--- src/rtl/fetch_sequencer_if.sv ---
// Bundle of host control, datapath branch resolution and fetch_unit control
// signals seen by fetch_sequencer.
interface fetch_sequencer_if #(
  parameter int unsigned width = 9,
  parameter int unsigned CNT_W = 16
);
  logic              go;
  logic [1:0]        prog_sel;
  logic              abort;
  logic [width-1:0]  instr_in;
  logic              branch_in;
  logic              taken_in;
  logic [width-1:0]  target_in;
  logic              fu_start;
  logic [width-1:0]  fu_start_addr;
  logic              fu_branch;
  logic              fu_taken;
  logic [width-1:0]  fu_target;
  logic              busy;
  logic              done;
  logic              timeout;
  logic [CNT_W-1:0]  cycle_count;

  // Host / datapath side
  modport master (
    output go, prog_sel, abort, instr_in, branch_in, taken_in, target_in,
    input  fu_start, fu_start_addr, fu_branch, fu_taken, fu_target,
           busy, done, timeout, cycle_count
  );

  // Sequencer side
  modport slave (
    input  go, prog_sel, abort, instr_in, branch_in, taken_in, target_in,
    output fu_start, fu_start_addr, fu_branch, fu_taken, fu_target,
           busy, done, timeout, cycle_count
  );
endinterface

--- src/rtl/fetch_sequencer.sv ---
// Sequences fetch_unit through launch, start-address load, run and halt/timeout
// detection, gating datapath branch controls through only while running.
module fetch_sequencer #(
  parameter int unsigned width       = 9,
  parameter int unsigned LOAD_CYCLES = 3,
  parameter logic [8:0]  HALT_OP     = 9'h1FF,
  parameter int unsigned MAX_CYCLES  = 1000,
  parameter int unsigned CNT_W       = 16,
  parameter int unsigned ADDR0       = 0,
  parameter int unsigned ADDR1       = 16,
  parameter int unsigned ADDR2       = 64,
  parameter int unsigned ADDR3       = 128
) (
  input  logic               clk,
  input  logic               reset,
  fetch_sequencer_if.slave   bus
);

  localparam int unsigned LC_W = (LOAD_CYCLES > 1) ? $clog2(LOAD_CYCLES) : 1;

  typedef enum logic [1:0] {
    ST_IDLE = 2'd0,
    ST_LOAD = 2'd1,
    ST_RUN  = 2'd2,
    ST_DONE = 2'd3
  } state_e;

  state_e             state_q;
  logic [LC_W-1:0]    load_cnt_q;
  logic [width-1:0]   start_addr_q;
  logic [CNT_W-1:0]   cycle_count_q;
  logic               timeout_q;
  logic               fu_start_q;
  logic               busy_q;
  logic               done_q;

  logic [width-1:0]   sel_addr_d;
  logic [CNT_W-1:0]   cnt_inc_d;
  logic               halt_d;
  logic               budget_d;
  logic               run_c;

  // Entry address for the requested program
  always_comb begin
    sel_addr_d = width'(ADDR0);
    case (bus.prog_sel)
      2'd0:    sel_addr_d = width'(ADDR0);
      2'd1:    sel_addr_d = width'(ADDR1);
      2'd2:    sel_addr_d = width'(ADDR2);
      default: sel_addr_d = width'(ADDR3);
    endcase
  end

  // Saturating run-cycle increment and end-of-run conditions
  always_comb begin
    cnt_inc_d = (cycle_count_q == {CNT_W{1'b1}}) ? cycle_count_q
                                                  : cycle_count_q + CNT_W'(1);
    halt_d    = (bus.instr_in == width'(HALT_OP));
    budget_d  = (cycle_count_q == CNT_W'(MAX_CYCLES - 1));
  end

  // Control FSM with registered outputs
  always_ff @(posedge clk) begin
    if (reset) begin
      state_q       <= ST_IDLE;
      load_cnt_q    <= '0;
      start_addr_q  <= '0;
      cycle_count_q <= '0;
      timeout_q     <= 1'b0;
      fu_start_q    <= 1'b1;
      busy_q        <= 1'b0;
      done_q        <= 1'b0;
    end else begin
      case (state_q)
        ST_IDLE: begin
          if (bus.go) begin
            state_q       <= ST_LOAD;
            load_cnt_q    <= LC_W'(LOAD_CYCLES - 1);
            start_addr_q  <= sel_addr_d;
            cycle_count_q <= '0;
            timeout_q     <= 1'b0;
            fu_start_q    <= 1'b1;
            busy_q        <= 1'b1;
            done_q        <= 1'b0;
          end
        end
        ST_LOAD: begin
          if (bus.abort) begin
            state_q    <= ST_IDLE;
            fu_start_q <= 1'b1;
            busy_q     <= 1'b0;
          end else if (load_cnt_q == '0) begin
            state_q    <= ST_RUN;
            fu_start_q <= 1'b0;
          end else begin
            load_cnt_q <= load_cnt_q - LC_W'(1);
          end
        end
        ST_RUN: begin
          // The exiting edge still counts as a RUN cycle, even on abort
          cycle_count_q <= cnt_inc_d;
          if (bus.abort) begin
            state_q    <= ST_IDLE;
            fu_start_q <= 1'b1;
            busy_q     <= 1'b0;
          end else if (halt_d) begin
            state_q    <= ST_DONE;
            fu_start_q <= 1'b1;
            busy_q     <= 1'b0;
            done_q     <= 1'b1;
          end else if (budget_d) begin
            state_q    <= ST_DONE;
            timeout_q  <= 1'b1;
            fu_start_q <= 1'b1;
            busy_q     <= 1'b0;
            done_q     <= 1'b1;
          end
        end
        ST_DONE: begin
          state_q    <= ST_IDLE;
          fu_start_q <= 1'b1;
          busy_q     <= 1'b0;
          done_q     <= 1'b0;
        end
        default: begin
          state_q    <= ST_IDLE;
          fu_start_q <= 1'b1;
          busy_q     <= 1'b0;
          done_q     <= 1'b0;
        end
      endcase
    end
  end

  assign run_c = (state_q == ST_RUN);

  assign bus.fu_start      = fu_start_q;
  assign bus.fu_start_addr = start_addr_q;
  assign bus.busy          = busy_q;
  assign bus.done          = done_q;
  assign bus.timeout       = timeout_q;
  assign bus.cycle_count   = cycle_count_q;

  // Branch controls reach fetch_unit only while running
  assign bus.fu_branch = run_c & bus.branch_in;
  assign bus.fu_taken  = run_c & bus.taken_in;
  assign bus.fu_target = run_c ? bus.target_in : '0;

endmodule

--- src/flat_wrapper.sv ---
// flat-port wrapper written by rule: the top's interface ports become plain ports
module fetch_sequencer_flat 
#(
  parameter int unsigned width       = 9,
  parameter int unsigned LOAD_CYCLES = 3,
  parameter logic [8:0]  HALT_OP     = 9'h1FF,
  parameter int unsigned MAX_CYCLES  = 1000,
  parameter int unsigned CNT_W       = 16,
  parameter int unsigned ADDR0       = 0,
  parameter int unsigned ADDR1       = 16,
  parameter int unsigned ADDR2       = 64,
  parameter int unsigned ADDR3       = 128
)
  (clk, reset, bus_go, bus_prog_sel, bus_abort, bus_instr_in, bus_branch_in, bus_taken_in, bus_target_in, bus_fu_start, bus_fu_start_addr, bus_fu_branch, bus_fu_taken, bus_fu_target, bus_busy, bus_done, bus_timeout, bus_cycle_count);
  fetch_sequencer_if #(.width(width), .CNT_W(CNT_W)) bus_i ();
  input  logic clk;
  input  logic reset;
  input wire logic [$bits(bus_i.go)-1:0] bus_go;
  input wire logic [$bits(bus_i.prog_sel)-1:0] bus_prog_sel;
  input wire logic [$bits(bus_i.abort)-1:0] bus_abort;
  input wire logic [$bits(bus_i.instr_in)-1:0] bus_instr_in;
  input wire logic [$bits(bus_i.branch_in)-1:0] bus_branch_in;
  input wire logic [$bits(bus_i.taken_in)-1:0] bus_taken_in;
  input wire logic [$bits(bus_i.target_in)-1:0] bus_target_in;
  output wire logic [$bits(bus_i.fu_start)-1:0] bus_fu_start;
  output wire logic [$bits(bus_i.fu_start_addr)-1:0] bus_fu_start_addr;
  output wire logic [$bits(bus_i.fu_branch)-1:0] bus_fu_branch;
  output wire logic [$bits(bus_i.fu_taken)-1:0] bus_fu_taken;
  output wire logic [$bits(bus_i.fu_target)-1:0] bus_fu_target;
  output wire logic [$bits(bus_i.busy)-1:0] bus_busy;
  output wire logic [$bits(bus_i.done)-1:0] bus_done;
  output wire logic [$bits(bus_i.timeout)-1:0] bus_timeout;
  output wire logic [$bits(bus_i.cycle_count)-1:0] bus_cycle_count;
  assign bus_i.go = bus_go;
  assign bus_i.prog_sel = bus_prog_sel;
  assign bus_i.abort = bus_abort;
  assign bus_i.instr_in = bus_instr_in;
  assign bus_i.branch_in = bus_branch_in;
  assign bus_i.taken_in = bus_taken_in;
  assign bus_i.target_in = bus_target_in;
  assign bus_fu_start = bus_i.fu_start;
  assign bus_fu_start_addr = bus_i.fu_start_addr;
  assign bus_fu_branch = bus_i.fu_branch;
  assign bus_fu_taken = bus_i.fu_taken;
  assign bus_fu_target = bus_i.fu_target;
  assign bus_busy = bus_i.busy;
  assign bus_done = bus_i.done;
  assign bus_timeout = bus_i.timeout;
  assign bus_cycle_count = bus_i.cycle_count;
  fetch_sequencer #(.width(width), .LOAD_CYCLES(LOAD_CYCLES), .HALT_OP(HALT_OP), .MAX_CYCLES(MAX_CYCLES), .CNT_W(CNT_W), .ADDR0(ADDR0), .ADDR1(ADDR1), .ADDR2(ADDR2), .ADDR3(ADDR3)) u_core (.clk(clk), .reset(reset), .bus(bus_i));
endmodule
--- config.mk ---
export PLATFORM = sky130hd
export DESIGN_NAME = fetch_sequencer_flat
export DESIGN_NICKNAME = d
export VERILOG_FILES = /design/src/rtl/fetch_sequencer_if.sv /design/src/rtl/fetch_sequencer.sv /design/src/flat_wrapper.sv
export SDC_FILE = /design/constraint.sdc
export NUM_CORES = 1
export LEC_CHECK = 0
export CAP_MARGIN = 30
export CORE_ASPECT_RATIO = 0.8
export CORE_MARGIN = 2
export CORE_UTILIZATION = 35
export DETAILED_ROUTE_END_ITERATION = 12
export PLACE_DENSITY = 0.7
export SLEW_MARGIN = 20
export SYNTH_ARGS = -nofsm -noshare
export SYNTH_HDL_FRONTEND = slang
export SYNTH_SLANG_ARGS = --single-unit
--- constraint.sdc ---
create_clock -name clk -period 2.8 [get_ports clk]
set_input_delay 0.56 -clock clk [delete_from_list [all_inputs] [get_ports clk]]
set_output_delay 0.56 -clock clk [all_outputs]
set_load 0.02 [all_outputs]
==> out/summary.txt, run 1 <==
Clk Latency, worst-skew pair: 0.27 ns
worst-path maximum fanout: 12
P_leak: 0.788 nW
Post-synth EDFFs: 0
grt met1 use: 23.2%
Fillers: 437
Ant. Diodes: 0
Min-Delay Path Class: flop to flop
synth unique cells: 51
Placed Cells: 307
cts bufs inserted: 3
RSZ-0062 raised after global routing: no
Mean Syn Cell Area: 8.53 sq um
Post-CTS Setup Bufs: 0
Hold Fails Final Rpt: 0
share of cells above drive strength 1: 7.97%
largest net degree at the start of global routing: 17
Setup TNS: 0 ns
dominant synthesized flop cell: dfxtp_1
H-tree Lvls: 1
Worst Tran Pin Value: 0.568 ns
Power Density: 329 nW/um^2
top cells by area, synth: dfxtp_1, a21oi_1, and2_1, or4_1, buf_4
Core Box Area: 4570 sq um
antenna violations before repair: 0
Max-cap violations: 0
root buf cell: clkbuf_8
Placement Setup Slack: 0.432 ns
first-pass detailed-route iteration total: 4
via count: 1,670
crit path DAT: 2.11 ns
CTS tree: built
Synth top area share: 32.7%
Area growth syn-to-layout: 39.3%
drt total wl: 4.17 mm
Hold Buf Count CTS: 0
first-pass GRT wire length: 6.89 mm
non-filler cells in the finished layout: 311
synthesized cell area: 1660 sq um
final worst path period share: 95.4%
cell count after synthesis: 194
# rows: 22
clk_skew: 0.00549 ns
Seq cells post-synth: 27
cell area after layout: 2310 sq um
register area share after synthesis: 32.7%
gr busiest metal: met2
status: finished clean
R2R Setup Slk: 0.90 ns
M3 GR Usage: 5.36%
chip height: 65.5 microns
GRT met2 Usage: 24.2%
Hold Slack: 0.464 ns
Async S/R FF share, synth: 0%
Synth warnings: 0
Tmin final: 2.67 ns
Crit. End Element: output pin
Total Routing Usage GR: 16.3%
worst hold stages: 2
crit path kind: flop to output pin
Final Wtd Congestion: 0.821
CTS clk-pin slew, worst paths: 0.10 ns
final setup vio count: 0
post-detailed-route count of antenna-violating nets: 0
Initial Util: 36.2%
CTS Sinks: 27
leading cell type by number of instances after synthesis: dfxtp_1
Reg2Reg Depth: 5
Endpoint, Worst Hold: u_core.bus.fu_start_addr[6]
Resize count post-CTS: 0
Placed Area: 2260 sq um
HP Start: u_core.bus.fu_start_addr[6]
r2r endpoint: u_core.bus.cycle_count[15]
Crit Reg-Reg Startpoint: u_core.bus.cycle_count[0]
Die ar.: 5300 sq um
Critical Path RT: 2.24 ns
list of most frequent post-synthesis cells: dfxtp_1, a21oi_1, nand2_1, and2_1, or4_1
Slew HR: 61.8%
Die W: 80.9 microns
DP HPWL: 3.18 mm
worst vdd ir: 0.299 mV
dominant cell type by area after synthesis: dfxtp_1
# IOs: 66
via count of the first global-routing pass: 1,484
gr ovfl total: 0
Port Buffer Count: 59
vias per cell: 5.37
Final Max Tran Viols: 0
Critical Path Start Type: flop
maximum clock path buffer count: 2
number of remaining DRC errors: 0
FMAX: 0.374 GHz
Avg WL per Cell: 13.4 microns
Layout Nets: 280
setup ws final: 0.128 ns
initial DRC count: 107
## worst max-delay path, cell delays in order, from the launching register on
cell and delay (ns):
dfxtp_1 0.60, inv_1 0.19, nor2_1 0.13, buf_4 0.17
and2_1 0.14, clkdlybuf4s50_1 0.60
## per-stage QoR
stage / util, % / total power, mW
3_3_place_gp: 49.5 / 0.541
6_report: 50.5 / 0.759
3_5_place_dp: 49.5 / 0.543
4_1_cts: 50.5 / 0.765
2_1_floorplan: - / 0.487
5_1_grt: 50.5 / 0.795
## cell usage in the layout, fill, tap and decap left out, drive strengths merged, types with 7 or more instances in the layout
master / instances
and2: 12
or4: 9
nand2: 17
nand3: 8
nor2: 7
o21ai: 9
nand4: 8
a21oi: 18
or3: 8
clkdlybuf4s50: 59
dfxtp: 27
## kinds of logic after synthesis
| kind of cell | count (synthesis) | synth area share, % |
|---|---|---|
| simple gates | 96 | 38.3 |
| buf+inv | 17 | 6.65 |
| compound gates | 49 | 19.4 |
| flops | 27 | 32.7 |
| other cells | 1 | 0.227 |
| mux | 2 | 1.21 |
| fa+ha+maj | 2 | 1.51 |
## worst max-delay path by stage
stage	startpoint	endpoint
finish	u_core.state_q[1]	bus_fu_target[2]
global route	u_core.state_q[1]	bus_fu_target[6]
global placement	u_core.state_q[1]	bus_fu_taken
CTS	u_core.state_q[1]	bus_fu_target[2]
detailed placement	u_core.state_q[1]	bus_fu_target[2]
floorplan	u_core.state_q[1]	bus_fu_branch
## power breakdown
group          switching (mW)  internal, mW  total (mW)
clock network           0.124        0.0998       0.224
registers             0.00967         0.393       0.403
logic                  0.0635        0.0686       0.132
## layer usage
| metal | vias up | share of wire (%) |
|---|---|---|
| li1 | 842 | - |
| met1 | 759 | 47 |
| met2 | 65 | 44 |
| met3 | 4 | 8.3 |
| met4 | 0 | 0.70 |
| met5 | - | 0 |
## sequential cells by signal, indices dropped and copies added, names as in the netlist
name and count:
u_core.state_q 2, u_core.bus.done 1, u_core.bus.busy 1, u_core.bus.cycle_count 16, u_core.load_cnt_q 2, u_core.bus.fu_start 1, u_core.bus.timeout 1, u_core.bus.fu_start_addr 3
## final cells by class
class                           count  area [sq um]  area share [%]
Multi-Input combinational cell    155          1020            44.4
Tap cell                           60          75.1            3.26
Inverter                            4          15.0           0.651
Timing Repair Buffer               61           606            26.3
Sequential cell                    27           541            23.4
Clock inverter                      1          5.00           0.217
Clock buffer                        3          41.3            1.79
Power figures use the tool's default switching activity.
==> inputs of run 2 (changes only) <==
--- a/config.mk
+++ b/config.mk
@@ -15,3 +15,4 @@
 export SYNTH_ARGS = -nofsm -noshare
 export SYNTH_HDL_FRONTEND = slang
 export SYNTH_SLANG_ARGS = --single-unit
+export TNS_END_PERCENT = 100
==> results of run 2 <==
Final layout, timing and power as in run 1 (identical DEF).
==> inputs of run 3 (changes only) <==
--- a/config.mk
+++ b/config.mk
@@ -8,9 +8,9 @@
 export CAP_MARGIN = 30
 export CORE_ASPECT_RATIO = 0.8
 export CORE_MARGIN = 2
-export CORE_UTILIZATION = 35
+export CORE_UTILIZATION = 40
 export DETAILED_ROUTE_END_ITERATION = 12
-export PLACE_DENSITY = 0.7
+export PLACE_DENSITY = 0.78
 export SLEW_MARGIN = 20
 export SYNTH_ARGS = -nofsm -noshare
 export SYNTH_HDL_FRONTEND = slang
==> out/summary.txt, run 3 (synthesized netlist as in run 1, its figures left out) <==
largest net degree at the start of global routing: 17
via count: 1,665
gr ovfl total: 0
Hold Buf Count CTS: 0
RSZ-0062 raised after global routing: no
drt total wl: 4.15 mm
Critical Path RT: 2.24 ns
Layout Nets: 281
setup ws final: 0.401 ns
commonest non-fill, non-tap cell in the layout: clkdlybuf4s50_1
first-pass detailed-route iteration total: 4
worst-path maximum fanout: 16
Initial Util: 42.7%
Tmin final: 2.40 ns
DP HPWL: 3.10 mm
share of cells above drive strength 1: 7.94%
number of remaining DRC errors: 0
CTS clk-pin slew, worst paths: 0.09 ns
non-filler cells in the finished layout: 307
# IOs: 66
Avg WL per Cell: 13.5 microns
Placed Cells: 303
Placed Area: 2260 sq um
Core Util, Final: 59.5%
Power Density: 331 nW/um^2
chip height: 61.5 microns
Total Routing Usage GR: 17.3%
Placement Setup Slack: 0.500 ns
Area growth syn-to-layout: 39.3%
Hold Fails Final Rpt: 0
antenna violations before repair: 0
vias per cell: 5.42
CTS tree: built
Worst Tran Pin Value: 0.598 ns
first-pass GRT wire length: 6.53 mm
Core Box Area: 3880 sq um
Slew HR: 59.8%
cts bufs inserted: 3
Port Buffer Count: 59
worst vdd ir: 0.289 mV
Clk Latency, worst-skew pair: 0.28 ns
crit path DAT: 1.84 ns
post-detailed-route count of antenna-violating nets: 0
final worst path period share: 85.7%
Die W: 75.9 microns
CTS Sinks: 27
clk_skew: 0.00968 ns
cell area after layout: 2310 sq um
root buf cell: clkbuf_8
FMAX: 0.417 GHz
Final Wtd Congestion: 0.896
Min-Delay Path Class: flop to flop
Die ar.: 4670 sq um
Max-cap violations: 0
Post-CTS Setup Bufs: 0
Setup TNS: 0 ns
maximum clock path buffer count: 2
Resize count post-CTS: 0
P_leak: 0.791 nW
Critical Path Start Type: flop
status: finished clean
via count of the first global-routing pass: 1,346
most frequent cells in the layout: clkdlybuf4s50_1, dfxtp_1, a21oi_1
Final Max Tran Viols: 0
Crit. End Element: output pin
final setup vio count: 0
# rows: 20
max FFs per register: 16
initial DRC count: 127
H-tree Lvls: 1
Ant. Diodes: 0
crit path kind: flop to output pin
run 3: cell types whose count changed in the layout (fill, tap and decap cells not counted), sizes merged:
cell | previous run | this run
buf | 2 | 3
clkbuf | 3 | 4
clkinv | 1 | 0
run 3: critical path, cell delays in order, from the launching register on:
cell	delay (ns)
dfxtp_1	0.61
nor2_1	0.08
buf_4	0.18
and2_1	0.15
clkdlybuf4s50_1	0.53
run 3: area by class of cell:
type / count / area (sq um)
well taps: 55 / 68.8
fillers: 368 / 1570
clock buffers: 4 / 45.0
repair buffers: 62 / 613
flip-flops and latches: 27 / 541
multi-input cells: 155 / 1020
inverters: 4 / 15.0
run 3: per-stage QoR:
step	hold WS, ns	power [mW]
CTS	0.459	0.764
global route	0.478	0.793
floorplan	0.450	0.487
finish	0.455	0.763
detailed placement	0.447	0.542
global placement	0.439	0.540
run 3: path summary, 6_finish.rpt:
kind / from / end / slack (ns) / cells past startpoint
setup reg to reg: u_core.bus.cycle_count[0] / u_core.bus.cycle_count[15] / 0.83 / 5
hold reg to reg: u_core.bus.fu_start_addr[7] / u_core.bus.fu_start_addr[7] / 0.46 / 2
hold / removal: u_core.bus.fu_start_addr[7] / u_core.bus.fu_start_addr[7] / 0.46 / 2
setup / recovery: u_core.state_q[0] / bus_fu_branch / 0.40 / 4
run 3: metal layers:
metal	vias up	share of wire (%)	GRT usage (%)	routed length, microns
li1	843	-	-	-
met1	737	49	25.1	2020
met2	80	41	25.0	1700
met3	5	9.6	5.57	398
met4	0	0.65	3.90	27
met5	-	0	0	0
run 3: power by group:
part           switching (mW)  total (mW)  internal [mW]
clock                   0.127       0.229          0.102
combinational          0.0632       0.132         0.0690
sequential            0.00838       0.401          0.393
==> variant 1: new RTL, settings of run 2 <==
`width` is set to 9 in 3 places; all go to 10.
--- a/src/rtl/fetch_sequencer_if.sv
+++ b/src/rtl/fetch_sequencer_if.sv
@@ -3,3 +3,3 @@
 interface fetch_sequencer_if #(
-  parameter int unsigned width = 9,
+  parameter int unsigned width = 10,
   parameter int unsigned CNT_W = 16
--- a/src/rtl/fetch_sequencer.sv
+++ b/src/rtl/fetch_sequencer.sv
@@ -3,3 +3,3 @@
 module fetch_sequencer #(
-  parameter int unsigned width       = 9,
+  parameter int unsigned width       = 10,
   parameter int unsigned LOAD_CYCLES = 3,
--- a/src/flat_wrapper.sv
+++ b/src/flat_wrapper.sv
@@ -3,3 +3,3 @@
 #(
-  parameter int unsigned width       = 9,
+  parameter int unsigned width       = 10,
   parameter int unsigned LOAD_CYCLES = 3,
Ports: changed (resized bus_fu_start_addr, bus_fu_target, bus_instr_in and bus_target_in); port bits go from 66 to 70. The function was not compared with the original's and may differ.
==> variant 1 against run 2 <==
Core utilization rose by 1.1 points. Sequential power fell by 1%. Count of clock-buffer cells in the layout did not move. Total power rose by 1.2%. Worst setup slack improved by 25 ps. Synthesized area rose by 0.91%. Die area rose by 0.86%. Global-route usage rose by 0.25 points. Sequential cell count did not move. Final area rose by 2.8%. Routed wire length rose by 2.6%. Largest power group unchanged.
==> variant 1: results (changes against run 2) <==
status finished clean; WL met1 2050 µm (+4.2%); dpl cells 323 (+5.2%); drt wl/cell 13.1 µm (-2.4%); Commonest cells post-synth dfxtp_1, a21oi_1, nand2_1; routed wl met3 291 µm (-16%); share of layout cells above drive strength 1 0.0674 (-0.0123); Post-DP HPWL 3200 µm (+0.48%); Setup Skew 1.93 ps (-3.56 ps); vias in the first global route 1449 (-2.4%); Final period util 0.945 (-0.00878); final net count 298 (+6.4%); Crit Path Max Fanout 14 (+2); sequential share of the synthesized area 0.324 (-0.00294); synth top area cells dfxtp_1, a21oi_1, and2_1; via/cell ratio 5.15 (-4.1%); Leak 0.828 nW (+5.1%); cell count after synthesis 207 (+6.7%); synth unique cells 47 (-7.8%); R2R Setup Slk 830 ps (-70 ps); met2 wire length 1900 µm (+4.0%); worst slew pin tran 624 ps (+55.2 ps); largest net degree at the start of global routing 21 (+4); GR Util All Layers 0.165 (+0.00248); reg2reg end u_core.bus.cycle_count[0]; worst setup path end bus_fu_target[7]; wire length after detailed routing 4280 µm (+2.6%); CP max-delay cell clkdlybuf4s50_1; Hold Slack 478 ps (+14.5 ps); GPL Wtd Cong 0.798 (-2.8%); VDD IR max 0.177 mV (-41%); crit-path leading delay family simple AND/OR/NAND/NOR gates
[variant 1: cell types whose count changed after synthesis, sizes merged, moves of 3 or more]
cell,delta
clkbuf,+4
mux2i,+3
nand3,-4
nand3b,+4
nor2,+4
o31ai,-3
or3,-3
or4,-3
[variant 1: cell type report]
type / instances / area, µm² / share of cell area
timing repair buffer: 67 / 658 / 0.278
inverter: 3 / 11.3 / 0.00475
sequential: 27 / 541 / 0.228
multi-input combinational: 166 / 1040 / 0.438
clock buffer: 3 / 41.3 / 0.0174
clock inverter: 1 / 5.00 / 0.00211
tap: 60 / 75.1 / 0.0317
[variant 1: routing by layer]
metal | vias up | track usage
met1 | 759 | 0.232
met3 | 7 | 0.0505
met5 | - | 0
met4 | 0 | 0.0381
met2 | 54 | 0.247
li1 | 864 | -
[variant 1: power by group]
group | total (mW) | internal, mW | leakage [nW] | switching (mW)
Combinational | 0.140 | 0.0732 | 0.584 | 0.0663
Clock | 0.229 | 0.100 | 0.0255 | 0.129
Sequential | 0.399 | 0.392 | 0.219 | 0.00764
Total | 0.768 | 0.565 | 0.828 | 0.203
[variant 1: per-stage QoR]
step / cell area [µm²] / util
2_1_floorplan: 1690 / -
3_3_place_gp: 2320 / 0.505
3_5_place_dp: 2320 / 0.505
4_1_cts: 2370 / 0.516
5_1_grt: 2370 / 0.516
6_report: 2370 / 0.516
[variant 1: kinds of logic (layout without fill, tap and decap cells)]
group	count (synthesis)	in the layout	synth area share
buffers and inverters	20	74	0.0682
flip-flops	27	27	0.324
AND/OR/NAND/NOR	103	103	0.368
multiplexers	6	6	0.0367
adder cells (fa/ha/maj)	2	2	0.0150
AO/OA/AOI/OAI	48	48	0.187
other	1	7	0.00225
==> variant 2: new RTL, flow settings as in run 2 <==
Without the edit above. Compare `cycle_count_q` against `CNT_W'(MAX_CYCLES - 1)` with >= in place of ==.
--- a/src/rtl/fetch_sequencer.sv
+++ b/src/rtl/fetch_sequencer.sv
@@ -58,3 +58,3 @@
     halt_d    = (bus.instr_in == width'(HALT_OP));
-    budget_d  = (cycle_count_q == CNT_W'(MAX_CYCLES - 1));
+    budget_d  = (cycle_count_q >= CNT_W'(MAX_CYCLES - 1));
   end
Check against the original RTL: same outputs for any inputs over 10 cycles, from zero or initial values and one cycle with reset high; that may be too few to reach the edited logic, so the function may still have changed.
==> variant 2 against run 2 <==
Final area is 0.81% lower. Critical path type unchanged. Worst setup slack better by 340 ps. Total power is 0.16% higher. Critical path depth is 2 lower. Largest power group unchanged. Routed wire length is 2.3% higher. Sequential cell count stayed put. Synthesized area is 2.3% lower.
==> variant 2: results (changes against run 2) <==
status finished clean; Clk Tree Root Cell clkbuf_8; Worst Hold Path EP u_core.bus.fu_start_addr[7]; Reg clk slew, reported paths 100 ps (about the same); GPL Wtd Cong 0.800 (-2.5%); Port Buffers 59 (unchanged); Pre-antenna DRT Iters 4 (unchanged); sequential share of the synthesized area 0.334 (+0.00758); grt ovf 0 (unchanged); worst reg2reg path depth 5 (unchanged); FFs w/ async S/R, synth 0 (unchanged); vias in the first global route 1438 (-3.1%); max reg flops 16 (unchanged); antenna cell count 0 (unchanged); Critical Path AT 1770 ps (-340 ps); Max-slew headroom 0.621 (+0.00241); drt wl/cell 13.4 µm (about the same); first-pass GRT wire length 6770 µm (-1.7%); Post-DP HPWL 3090 µm (-3.0%); via count 1697 (+1.6%); synth unique cells 45 (-12%); share of layout cells above drive strength 1 0.0891 (+0.00947); hold path start u_core.bus.fu_start_addr[7]; clock buffer count from CTS 3 (unchanged); hold path cells 2 (unchanged); R2R Setup Slk 820 ps (-80 ps); YS warnings 0 (unchanged); reg2reg end u_core.bus.cycle_count[8]; post-CTS setup buffers 0 (unchanged); Post-synth EDFFs 0 (unchanged); GR Util All Layers 0.164 (+0.00158); initial DRC count 74 (-31%); Fill cells 445 (+1.8%); VDD IR max 0.229 mV (-23%); CTS resizes 0 (unchanged); synth top area cells dfxtp_1, a21oi_1, and2_1; Setup Skew 3.08 ps (-2.40 ps); post-route ant nets 0 (unchanged); Crit Path Max Fanout 19 (+7); final net count 287 (+2.5%); clk_lat worst skew 270 ps (about the same); Hold Path Class reg -> reg; clk buf depth 2 (unchanged); reg2reg start u_core.bus.cycle_count[0]; area of placed instances 2240 µm² (-0.78%); CTS H-Tree Depth 1 (unchanged); Leak 0.751 nW (-4.7%); largest net degree at the start of global routing 20 (+3); initial antenna violation count 0 (unchanged); Commonest cells post-synth dfxtp_1, a21oi_1, nand2_1
==> variant 2: cell types whose count changed after synthesis, moves of 3 or more <==
cell and delta:
a21oi_1 +3, clkbuf_1 +3, inv_1 +4, nand2_1 -3, nor2_1 +3, nor4_1 +3, o211ai_1 +4, o311ai_0 -3
o41ai_1 -3
==> variant 2: cells by family (layout without fill, tap and decap cells) <==
logic type,after synthesis,count (layout),share of synthesized area
buffers and inverters,25,77,0.0835
and+or+nand+nor,97,97,0.377
muxes,1,1,0.00619
AOI/OAI and AO/OA,48,48,0.181
DFF,27,27,0.334
adders and majority gates,2,2,0.0155
other,1,6,0.00232
==> variant 2: area by class of cell <==
class	instances	area share
Clock buffer	4	0.0197
Inverter	8	0.0131
Multi-Input combinational cell	154	0.420
Sequential cell	27	0.236
Tap cell	60	0.0328
Timing Repair Buffer	65	0.278
==> variant 2: worst max path at each step <==
stage          cells past startpoint                          to                 startpoint
2_1_floorplan                      6   u_core.bus.cycle_count[8]  u_core.bus.cycle_count[0]
3_3_place_gp                       5  u_core.bus.cycle_count[12]                     bus_go
3_5_place_dp                       5  u_core.bus.cycle_count[12]                     bus_go
4_1_cts                            3            bus_fu_target[5]          u_core.state_q[0]
5_1_grt                            3            bus_fu_target[1]          u_core.state_q[0]
6_report                           3               bus_fu_branch          u_core.state_q[0]
==> variant 2: worst max-delay path, stage by stage, from the launching register on <==
cell and delay, ps:
dfxtp_1 320, and2b_2 410, and2_1 170, clkdlybuf4s50_1 600
==> variant 2: metrics by stage <==
step	instances	power [mW]	hold slack [ps]	worst slack, ps	utilization
2_1_floorplan	206	0.480	467	919	-
3_3_place_gp	314	0.538	442	440	0.497
3_5_place_dp	314	0.541	445	374	0.497
4_1_cts	318	0.766	463	452	0.507
5_1_grt	318	0.794	483	380	0.507
6_report	318	0.760	457	471	0.507
==> variant 2: where the power goes <==
| group | leakage [nW] | total (mW) | switching, mW | internal (mW) |
|---|---|---|---|---|
| Combinational | 0.509 | 0.135 | 0.0657 | 0.0691 |
| Clock | 0.0228 | 0.229 | 0.127 | 0.102 |
| Sequential | 0.219 | 0.396 | 0.00466 | 0.392 |
| Total | 0.751 | 0.760 | 0.197 | 0.563 |
==> variant 2: routing by layer <==
layer	global-route usage	wire length, µm
met3	0.0362	311
met2	0.254	1810
met5	0	0
met1	0.233	2100
met4	0.0381	48
